## src/rtl/spi_defs.sv

```systemverilog
// Shared definitions for the SPI peripheral datapath: FSM encodings and
// bit-order constants used by the shift engine and its bit counter.
package spi_defs;

    typedef enum logic {
        SPI_IDLE   = 1'b0,
        SPI_ACTIVE = 1'b1
    } spiState_e;

    localparam logic SPI_MSB_FIRST = 1'b0;
    localparam logic SPI_LSB_FIRST = 1'b1;

endpackage

```

## src/rtl/shift_bit_counter.sv

```systemverilog
// Per-word shift counter. Counts completed shifts, wraps to zero on the
// shift that completes a word, and flags the terminal count so the engine
// can recognise that the next shift finishes the word.
module shift_bit_counter #(
    parameter int WIDTH = 8,
    localparam int CW   = $clog2(WIDTH)
) (
    input  logic          clk,
    input  logic          reset,
    input  logic          clear,
    input  logic          inc,
    output logic [CW-1:0] count,
    output logic          terminal
);

    logic [CW-1:0] count_r;
    logic          terminal_s;

    // Terminal when the counter sits at the last bit position of the word.
    always_comb begin
        terminal_s = (count_r == CW'(WIDTH - 1));
    end

    // Counter register: clear restarts the word, inc advances or wraps.
    always_ff @(posedge clk) begin
        if (reset) begin
            count_r <= {CW{1'b0}};
        end else if (clear) begin
            count_r <= {CW{1'b0}};
        end else if (inc) begin
            if (terminal_s) begin
                count_r <= {CW{1'b0}};
            end else begin
                count_r <= count_r + CW'(1);
            end
        end else begin
            count_r <= count_r;
        end
    end

    assign count    = count_r;
    assign terminal = terminal_s;

endmodule

```

## src/rtl/spi_shift_engine.sv

```systemverilog
// Word-framed SPI shift engine: independent sample and shift strobes,
// MSB/LSB-first order chosen at load time, bit counting with a one-cycle
// word-complete pulse, and a holding register for each received word.
module spi_shift_engine
    import spi_defs::*;
#(
    parameter int WIDTH = 8,
    localparam int CW   = $clog2(WIDTH)
) (
    input  logic             clk,
    input  logic             reset,
    input  logic             sampleEdge,
    input  logic             shiftEdge,
    input  logic             parallelLoad,
    input  logic [WIDTH-1:0] parallelDataIn,
    input  logic             lsbFirst,
    input  logic             serialDataIn,
    output logic [WIDTH-1:0] parallelDataOut,
    output logic             serialDataOut,
    output logic [WIDTH-1:0] rxData,
    output logic             wordDone,
    output logic             busy,
    output logic [CW-1:0]    bitCount
);

    logic [WIDTH-1:0] shiftReg_r;
    logic             sampledBit_r;
    logic             modeLsb_r;
    logic [WIDTH-1:0] rxData_r;
    logic             wordDone_r;
    spiState_e        state_r;
    spiState_e        stateNext_s;

    logic             shiftNow_s;
    logic             sampleNow_s;
    logic             insertBit_s;
    logic [WIDTH-1:0] shiftNext_s;
    logic             terminal_s;
    logic             complete_s;

    // Strobe qualification: a load in the same cycle swallows both strobes.
    // A coincident sample feeds the live serial input straight into the shift.
    always_comb begin
        shiftNow_s  = shiftEdge & ~parallelLoad;
        sampleNow_s = sampleEdge & ~parallelLoad;
        if (sampleEdge) begin
            insertBit_s = serialDataIn;
        end else begin
            insertBit_s = sampledBit_r;
        end
        complete_s = shiftNow_s & terminal_s;
    end

    // Post-shift register value in the bit order latched at the last load.
    always_comb begin
        shiftNext_s = shiftReg_r;
        if (modeLsb_r == SPI_LSB_FIRST) begin
            shiftNext_s = {insertBit_s, shiftReg_r[WIDTH-1:1]};
        end else begin
            shiftNext_s = {shiftReg_r[WIDTH-2:0], insertBit_s};
        end
    end

    shift_bit_counter #(
        .WIDTH (WIDTH)
    ) u_bitCounter (
        .clk      (clk),
        .reset    (reset),
        .clear    (parallelLoad),
        .inc      (shiftNow_s),
        .count    (bitCount),
        .terminal (terminal_s)
    );

    // Next-state logic: load or any strobe starts a word, completion ends it.
    always_comb begin
        stateNext_s = state_r;
        if (parallelLoad) begin
            stateNext_s = SPI_ACTIVE;
        end else if (complete_s) begin
            stateNext_s = SPI_IDLE;
        end else if (shiftNow_s || sampleNow_s) begin
            stateNext_s = SPI_ACTIVE;
        end else begin
            stateNext_s = state_r;
        end
    end

    // FSM state register.
    always_ff @(posedge clk) begin
        if (reset) begin
            state_r <= SPI_IDLE;
        end else begin
            state_r <= stateNext_s;
        end
    end

    // Datapath registers: load, sample, shift, and word-completion capture.
    always_ff @(posedge clk) begin
        if (reset) begin
            shiftReg_r   <= {WIDTH{1'b0}};
            sampledBit_r <= 1'b0;
            modeLsb_r    <= SPI_MSB_FIRST;
            rxData_r     <= {WIDTH{1'b0}};
            wordDone_r   <= 1'b0;
        end else if (parallelLoad) begin
            shiftReg_r <= parallelDataIn;
            modeLsb_r  <= lsbFirst;
            wordDone_r <= 1'b0;
        end else begin
            if (shiftNow_s) begin
                shiftReg_r <= shiftNext_s;
            end
            if (sampleNow_s) begin
                sampledBit_r <= serialDataIn;
            end
            if (complete_s) begin
                rxData_r <= shiftNext_s;
            end
            wordDone_r <= complete_s;
        end
    end

    assign parallelDataOut = shiftReg_r;
    assign serialDataOut   = (modeLsb_r == SPI_LSB_FIRST) ? shiftReg_r[0] : shiftReg_r[WIDTH-1];
    assign rxData          = rxData_r;
    assign wordDone        = wordDone_r;
    assign busy            = (state_r == SPI_ACTIVE);

endmodule
```

## config.mk

```make
export PLATFORM = sky130hd
export DESIGN_NAME = spi_shift_engine
export DESIGN_NICKNAME = d
export VERILOG_FILES = /design/src/rtl/spi_defs.sv /design/src/rtl/shift_bit_counter.sv /design/src/rtl/spi_shift_engine.sv
export SDC_FILE = /design/constraint.sdc
export NUM_CORES = 1
export LEC_CHECK = 0
export CAP_MARGIN = 20
export CORE_AREA = 2 2 40 78
export CTS_CLUSTER_SIZE = 14
export DETAILED_ROUTE_END_ITERATION = 7
export DIE_AREA = 0 0 42 80
export GPL_ROUTABILITY_DRIVEN = 0
export GPL_TIMING_DRIVEN = 0
export MAX_ROUTING_LAYER = met4
export PLACE_DENSITY_LB_ADDON = 0.15
export SLEW_MARGIN = 30
export SYNTH_ARGS = -nofsm -noshare
export SYNTH_HDL_FRONTEND = slang
export SYNTH_SLANG_ARGS = --single-unit
export TNS_END_PERCENT = 20
```

## constraint.sdc

```tcl
create_clock -name clk -period 1.36 [get_ports clk]
set_input_delay 0.204 -clock clk [delete_from_list [all_inputs] [get_ports clk]]
set_output_delay 0.204 -clock clk [all_outputs]
set_load 0.01 [all_outputs]
```

Word level (Yosys, flattened, before mapping)
Cells that the tools add are included.

word-level totals
  register bits after elaboration = 23
  bits in latches = 0
  memory bits (writable) = 0
  ROM bits = 0
  input bits = 15
  output and inout port bits = 22
  logic and storage cells = 28
  memories = 0

cells by class
  add/subtract/negate cells = 1
  $mul = 0
  div/mod/pow operators = 0
  $lt $le $gt $ge = 0
  eq/ne operators = 1
  shift-type cells = 0
  mux-type cells = 9
  bitwise logic cells = 4
  reductions and logical operators = 6

operators by type and width
  cell                                         count
  two-way mux 8 bit                            3
  two-way mux 1 bit                            5
  AND reduction 2 bit                          2
  adder 3 x 1 -> 3 bit, second input constant  1
  AND 1 bit                                    3
  equality test 3 bit, second input constant   1
  two-way mux 3 bit                            1
  nonzero test 3 bit                           1
  nonzero test 2 bit                           1
  OR reduction 2 bit                           1
  logical OR 1 bit                             1
  NOT 1 bit                                    1

Longest topological paths before layout
Gate-level depths: netlist (run 1).

  depth in word-level cells = 6
  depth in mapped cells = 5
  mapped depth without buffers = 5

Modules after synthesis
Synthesis (run 1) repeated with hierarchy kept, for this count alone.

second synthesis, totals
  cells, all modules = 96
  area total of the unflattened synthesis = 1049.8 um^2

by module, submodules not included
  module             times used  cells an instance  area each (um^2)  seq. area each (um^2)
  spi_shift_engine   1           84                 907.1             400.4
  shift_bit_counter  1           12                 142.6             60.1

Worst setup path after synthesis (run 1)
Ideal clock, no wire load.

  path type = flip-flop to flip-flop
  from = register u_bitCounter.count_r[0] (netlist: u_bitCounter.count[0])
  to = register state_r (netlist: busy)
  setup time = 0.060 ns
  arrival = 1.250 ns
  required time = 1.300 ns
  setup slack = 0.050 ns
  stages on the path, launching flop included = 5
  path buffers = 0
  period minus slack after synthesis = 1.310 ns
  path through = dfxtp_1 ha_1 ha_1 a21oi_2 o41a_1

between the ends
  longest elaborated chain between the ends = 4
  elaborated cells between the ends (all ways) = 5
  those cells by class = eq/ne (1); mux (2); bitwise (1); reduce/logical (1)

ends and longest elaborated chain
  item                     line                     RTL
  from (decl)              shift_bit_counter.sv:16  logic [CW-1:0] count_r;
  from (signal assigned)   shift_bit_counter.sv:27  count_r <= {CW{1'b0}};
  from (signal assigned)   shift_bit_counter.sv:29  count_r <= {CW{1'b0}};
  from (signal assigned)   shift_bit_counter.sv:32  count_r <= {CW{1'b0}};
  equality test 3 bit (*)  shift_bit_counter.sv:21  terminal_s = (count_r == CW'(WIDTH - 1));
  AND 1 bit (*)            spi_shift_engine.sv:51   complete_s = shiftNow_s & terminal_s;
  two-way mux 1 bit        spi_shift_engine.sv:80   end else if (complete_s) begin
  two-way mux 1 bit        spi_shift_engine.sv:78   if (parallelLoad) begin
  to (signal assigned)     spi_shift_engine.sv:94   state_r <= stateNext_s;
  to (decl)                spi_shift_engine.sv:31   spiState_e state_r;

Every way passes the cells marked *; elsewhere a longest branch is shown, timed or not.
A chain may end at the register's enable or synchronous reset.

Worst setup path in the final report (run 1)
  from = register modeLsb_r
  to = output serialDataOut

between the ends
  longest elaborated chain between the ends = 1

ends and longest elaborated chain
  item                    line                     RTL
  from (decl)             spi_shift_engine.sv:28   logic modeLsb_r;
  from (signal assigned)  spi_shift_engine.sv:108  modeLsb_r <= lsbFirst;
  two-way mux 1 bit       spi_shift_engine.sv:125  assign serialDataOut = (modeLsb_r == SPI_LSB_FIRST) ? shiftReg_r[0] : shiftReg_r[WIDTH-1];
  to (decl)               spi_shift_engine.sv:19   output logic serialDataOut,

Every way passes these cells.

==> summary.md, run 1 <==
| Metric | Value |
|---|---|
| Most common cell in the netlist | dfxtp_1 |
| Worst path cell trace | buf_6 > mux2_2 > buf_6 |
| Synth top area cells | dfxtp_1 44%, mux2i_1 11%, o2bb2ai_1 6.8% |
| Starting Density | 0.378 |
| Crit-path leading delay family | flip-flops |
| Post-CTS Hold Buffers | 0 |
| Max-cap violations | 0 |
| Post-layout min period | 1330 ps |
| Clk sinks | 23 |
| HP Class | register to register |
| Num rows | 27 |
| Final setup margin | 30.0 ps |
| Post-synth ARST share | 0 |
| Pin count of the biggest net entering global routing | 13 |
| Finish-stage setup viols | 0 |
| Total GRT Usage | 0.180 |
| Worst reg2reg setup slack | 50 ps |
| Filler Cell Count | 264 |
| PwrDens | slightly below 900 nW/um2 |
| Hold depth | 1 |
| Final cell count without fillers | 171 |
| N_diodes | 0 |
| Leakage | between 0.8 and 0.9 nW |
| Crit start category | register |
| Placed Area | 1430 um2 |
| Core ar. | 2740 um2 |
| Setup crit end kind | output port |
| Detailed placement HPWL | 2.00 mm |
| Synth cell count leaders | 23 x dfxtp_1, 11 x mux2i_1, 10 x nor2_1 |
| Synth Area in Simple Gates | 0.129 |
| Post-Synth XOR/XNOR Area | 0 |
| RSZ-0062 raised after global routing | yes |
| Worst reg2reg endpoint | parallelDataOut[5] |
| Net count, final | 161 |
| Drt pass-1 iters | 4 |
| Hold slack | 463 ps |
| DR vias | 904 |
| CTS tree | yes |
| Clock Latency Late Sink | 260 ps |
| Dpl cells | between 150 and 200 |
| Post-synth EDFFs | 0 |
| Yosys Warn Count | 0 |
| Die area | 3360 um2 |
| Fin area | roughly 1600 um2 |
| R2R depth | 5 |
| Number of buffers and inverters on the critical path | 2 |
| Pre-CTS setup slack | -263 ps |
| DRC Markers | 0 |
| Mux cell area share after synthesis | 0.128 |
| Clock Tree Buf Depth | 2 |
| Final hold violations | 0 |
| VDD IR-drop max | 0.000846 V |
| Final period utilization | 0.978 |
| Crit path top cell by count | buf_6 |
| Clk_skew | 3.09 ps |
| First-pass GRT wire length | 4.49 mm |
| Vias in the first global route | 928 |
| Root Buffer | clkbuf_8 |
| CP Max Fanout | 2 |
| Finished Core Util | 0.578 |
| WS Path Type | register to output port |
| Cell taking the most area after synthesis | dfxtp_1 |
| Area occupied by multi-input gates | 594 um2 |
| Overall Power | approximately 1.4 mW |
| Crit Reg-Reg Startpoint | modeLsb_r |
| I/O Buffers | 36 |
| TritonCTS Buffers | 3 |
| Die H | 80 um |
| Grt ovf | 0 |
| Worst EP arrival | 1130 ps |
| Layout area overhead | 52.7% |
| Max Clk Rate | between 700 and 800 MHz |
| Hold endpoint | rxData[3] |
| Cell Area, Synth | between 1000 and 1500 um2 |
| H-tree Lvls | 1 |
| Synth top area share | 0.445 |
| Main combinational cell family by area after synthesis | compound AO/OA/AOI/OAI gates |
| CP max-delay cell | dfxtp_2 |
| Clock transition at path regs | 80 ps |
| Avg Cell Area, Syn | just over 10 um2 |
| Sum Neg Setup Slack | 0 ps |
| ANT nets after route | 0 |
| Vias per cell | 5.29 |
| Initial DRC count | 21 |
| Worst Tran Pin Value | around 580 ps |
| Post-Synthesis Cells | 100 |
| Unique masters post-synth | 25 |
| Initial antenna violation count | 0 |
| Hold Path Origin | rxData[3] |
| Drt total wl | 2.77 mm |
| Post-synthesis sequential area ratio | 0.445 |
| Main flop type after synthesis | dfxtp_1 |
| # IOs | 37 |
| Req. time, crit path | approximately 1200 ps |
| Share of cells above drive strength 1 | 0.204 |
| Post-synthesis compound-gate area fraction | 0.206 |
| Drt wl/cell | 16.2 um |
| Rel. slew slack | 0.616 |
| Synth Net Count | about 120 |
| Register Area | 465 um2 |
| Max stage delay on crit path | 330 ps |
| Yosys reg bits | 23 |
| Final Max Slew Viols | 0 |
| Adder-cell share of the synthesized area | 0.0363 |
| Die W | 42 um |
| Run status | finished, final reports clean |
## cells by family (layout without fill, tap and decap cells)
family          after synthesis  after routing
simple gates                 27             27
compound gates               26             27
flops                        23             23
mux                          13             13
buf+inv                       8             49
fa+ha+maj                     3              3
## registers in the layout, indices dropped and copies added, names as in the netlist
register and flops:
modeLsb_r 1, wordDone 1, busy 1, parallelDataOut 8
u_bitCounter.count 3, rxData 8, sampledBit_r 1
## layer usage
layer / wire length, um / track usage / share of wire
met1: 1040 / 0.193 / 0.38
met2: 1560 / 0.323 / 0.56
met3: 99 / 0.0204 / 0.036
met4: 68 / 0.0806 / 0.025
met5: 0 / - / 0
## cells in the final DEF (no fill, tap or decap), types with 6 or more instances in the layout
cell,count
a211o_1,6
a21oi_1,7
clkdlybuf4s50_1,16
dfxtp_1,19
dlygate4sd2_1,10
dlymetal6s2s_1,9
mux2i_1,7
nand2_1,7
nor2_1,10
o2bb2ai_1,8
## worst register-to-register path: stages, from the launching register on
cell and delay (ps):
dfxtp_2 320, buf_6 110, buf_4 190, mux2i_2 180, a211o_1 300, a21oi_1 140
## power by group
group / switching, mW / internal [mW] / total, mW
Clock: 0.198 / 0.209 / 0.407
Combinational: 0.120 / 0.141 / 0.260
Sequential: 0.0253 / 0.699 / 0.724
## worst max path at each step
stage,cells after the start,endpoint,start
finish,3,serialDataOut,modeLsb_r
global route,3,serialDataOut,modeLsb_r
CTS,1,parallelDataOut[3],parallelDataOut[3]
detailed placement,4,parallelDataOut[7],sampleEdge
global placement,4,parallelDataOut[7],sampleEdge
floorplan,4,busy,u_bitCounter.count[0]
## repair_timing
action	CTS	global route
buffers inserted	1	0
cloned	1	0
gates resized for setup	21	21
pin swaps	1	0
setup endpoints to repair	21	23
## area by class of cell
type	count	share of cell area
clock buffer	4	0.0285
timing repair buffer	37	0.240
tap	29	0.0230
buffer	6	0.0333
sequential	23	0.295
inverter	2	0.00475
multi-input combinational	70	0.376
Note: power is estimated with default switching activity, not from simulation.
==> run 2: changes to the inputs <==
--- a/config.mk
+++ b/config.mk
@@ -14,6 +14,7 @@
 export GPL_TIMING_DRIVEN = 0
 export MAX_ROUTING_LAYER = met4
 export PLACE_DENSITY_LB_ADDON = 0.15
+export REMOVE_ABC_BUFFERS = 1
 export SLEW_MARGIN = 30
 export SYNTH_ARGS = -nofsm -noshare
 export SYNTH_HDL_FRONTEND = slang
==> run 2 against run 1 <==
Non-clock buffer count shrank 3. Die area is the same. Clock skew is essentially flat. Global-route usage shrank 2.2 points. Critical path type unchanged. Combinational power shrank 14%. Routed wire length shrank 8.5%. Core utilization shrank 2.7 points. Hold slack lost 12 ps. Clock power grew 4%.
==> summary.md, run 2 (synthesis gave the netlist of run 1 again) <==
| Metric | Value |
|---|---|
| Run status | finished, final reports clean |
| Clk_skew | 3.20 ps (+0.106 ps) |
| WS Path Type | register to output port |
| Grt ovf | 0 (unchanged) |
| Number of buffers and inverters on the critical path | 1 (-1) |
| Placed Area | 1380 um2 (-3.5%) |
| CP max-delay cell | clkdlybuf4s50_1 |
| Vias in the first global route | 812 (-13%) |
| Fin area | 1510 um2 (-4.6%) |
| Worst EP arrival | 1130 ps (about the same) |
| Hold Path Origin | reset |
| Final period utilization | 0.980 (+0.00171) |
| Total GRT Usage | 0.157 (-0.0224) |
| Core ar. | 2740 um2 (unchanged) |
| CP Max Fanout | 2 (unchanged) |
| Crit path launch | rxData[1] |
| H-tree Lvls | 1 (unchanged) |
| Die W | 42 um (unchanged) |
| Switch share | 0.255 (+0.00802) |
| Finished Core Util | 0.551 (-0.0265) |
| Final hold violations | 0 (unchanged) |
| RSZ-0062 raised after global routing | no |
| Combinational power share | 0.164 (-0.023) |
| Crit Reg-Reg Startpoint | u_bitCounter.count[0] |
| # IOs | 37 (unchanged) |
| Leakage | 0.777 nW (-3.0%) |
| Final Max Slew Viols | 0 (unchanged) |
| ANT nets after route | 0 (unchanged) |
| Worst Tran Pin Value | 616 ps (+39.4 ps) |
| I/O Buffers | 36 (unchanged) |
| Initial antenna violation count | 0 (unchanged) |
| Drt wl/cell | 15.1 um (-6.3%) |
| N_diodes | 0 (unchanged) |
| VDD IR-drop max | 0.000883 V (+4.4%) |
| Commonest non-fill, non-tap cells in the layout | 19 x dfxtp_1, 13 x clkdlybuf4s50_1, 11 x mux2i_1, 11 x dlygate4sd2_1, 10 x nor2_1 |
| Post-layout min period | 1330 ps (+2.32 ps) |
| Layout area overhead | 45.7% |
| Worst path cell trace | clkdlybuf4s50_1 |
| TritonCTS Buffers | 3 (unchanged) |
| Req. time, crit path | 1160 ps (about the same) |
| Filler Cell Count | 257 (-2.7%) |
| Clock power frac | 0.309 (+0.017) |
| Num rows | 27 (unchanged) |
| NetSw | 348 uW (+1.6%) |
| Root Buffer | clkbuf_8 |
| Max-cap violations | 0 (unchanged) |
| Detailed placement HPWL | 1.79 mm (-10%) |
| Vias per cell | 5.44 (+3.0%) |
| Crit-path leading delay family | buffers and inverters |
| Pin count of the biggest net entering global routing | 22 (+9) |
| Starting Density | 0.378 (unchanged) |
| Clock transition at path regs | 80 ps (about the same) |
| DRC Markers | 0 (unchanged) |
| HP Class | primary input to register |
| Commonest non-fill, non-tap cell in the layout | dfxtp_1 |
| Rel. slew slack | 0.589 (-0.0269) |
| Seq pwr share | 0.527 (+0.006) |
| Net count, final | 157 (-2.5%) |
| Die H | 80 um (unchanged) |
| Die area | 3360 um2 (unchanged) |
| Setup crit end kind | output port |
| Clock Tree Buf Depth | 2 (unchanged) |
| Initial DRC count | 22 (+4.8%) |
| Max stage delay on crit path | 530 ps (+200 ps) |
| Max Clk Rate | 751 MHz (-0.17%) |
| Clock Latency Late Sink | 260 ps (about the same) |
| CTS tree | yes |
| Share of cells above drive strength 1 | 0.174 (-0.0303) |
| Hold slack | 451 ps (-12.2 ps) |
| Crit start category | register |
| Drt total wl | 2.53 mm (-8.5%) |
| Finish-stage setup viols | 0 (unchanged) |
| Drt pass-1 iters | 4 (unchanged) |
| PwrDens | 907 nW/um2 (+3.1%) |
| Clk sinks | 23 (unchanged) |
| First-pass GRT wire length | 3.96 mm (-12%) |
| Internal Power | 1.02 mW (-2.7%) |
| DR vias | 909 (+0.55%) |
run 2: changes by cell type in the layout (fill, tap and decap cells not counted), sizes merged:
cell,change
a21oi,-1
clkdlybuf4s15,+2
clkbuf,-2
clkdlybuf4s50,-3
dlygate4sd2,+1
buf,-2
clkinv,+1
run 2: metrics by stage:
step | instances | setup TNS, ps | power (mW) | worst slack (ps)
6_report | 167 | 0 | 1.37 | 27.7
5_1_grt | 167 | 0 | 1.42 | 3.68
4_1_cts | 167 | -19.0 | 1.38 | -19.0
3_5_place_dp | 159 | -12540 | 0.966 | -809
3_3_place_gp | 159 | -12000 | 0.961 | -771
2_1_floorplan | 94 | 0 | 0.832 | 49.8
run 2: worst paths after layout:
check                                  to  slack [ps]  cells past startpoint
worst min-delay path            modeLsb_r         450                      2
worst max-delay path            rxData[1]          30                      1
worst max register to register  rxData[5]          80                      5
worst min register to register  rxData[5]         460                      1
run 2: power by group through the flow:
stage               registers, mW  logic [mW]  clock network (mW)
floorplan                   0.745      0.0871                   0
global placement            0.743       0.218                   0
detailed placement          0.744       0.222                   0
CTS                         0.721       0.226               0.429
global route                0.726       0.243               0.452
finish                      0.721       0.224               0.423
run 2: repair_timing:
action / 4_1_cts / 5_1_grt
buffers inserted: 4 / 0
gates resized for setup: 29 / 12
setup endpoints to repair: 36 / 17
gates cloned: 0 / 0
pin swaps: 1 / 1
hold buffers: 0 / 0
run 2: cell type report:
| cell class | instances | area [um2] | share of cell area |
|---|---|---|---|
| Multi-Input combinational cell | 69 | 553 | 0.367 |
| Sequential cell | 23 | 468 | 0.310 |
| Timing Repair Buffer | 40 | 397 | 0.263 |
| Clock buffer | 3 | 41.3 | 0.0274 |
| Tap cell | 29 | 36.3 | 0.0241 |
| Inverter | 2 | 7.51 | 0.00498 |
| Clock inverter | 1 | 5.00 | 0.00332 |
run 2: routing by layer:
metal | global-route usage | part of all wire | wire length, um
met1 | 0.175 | 0.40 | 1010
met2 | 0.269 | 0.52 | 1310
met3 | 0.0204 | 0.048 | 121
met4 | 0.0806 | 0.032 | 82
met5 | - | 0 | 0
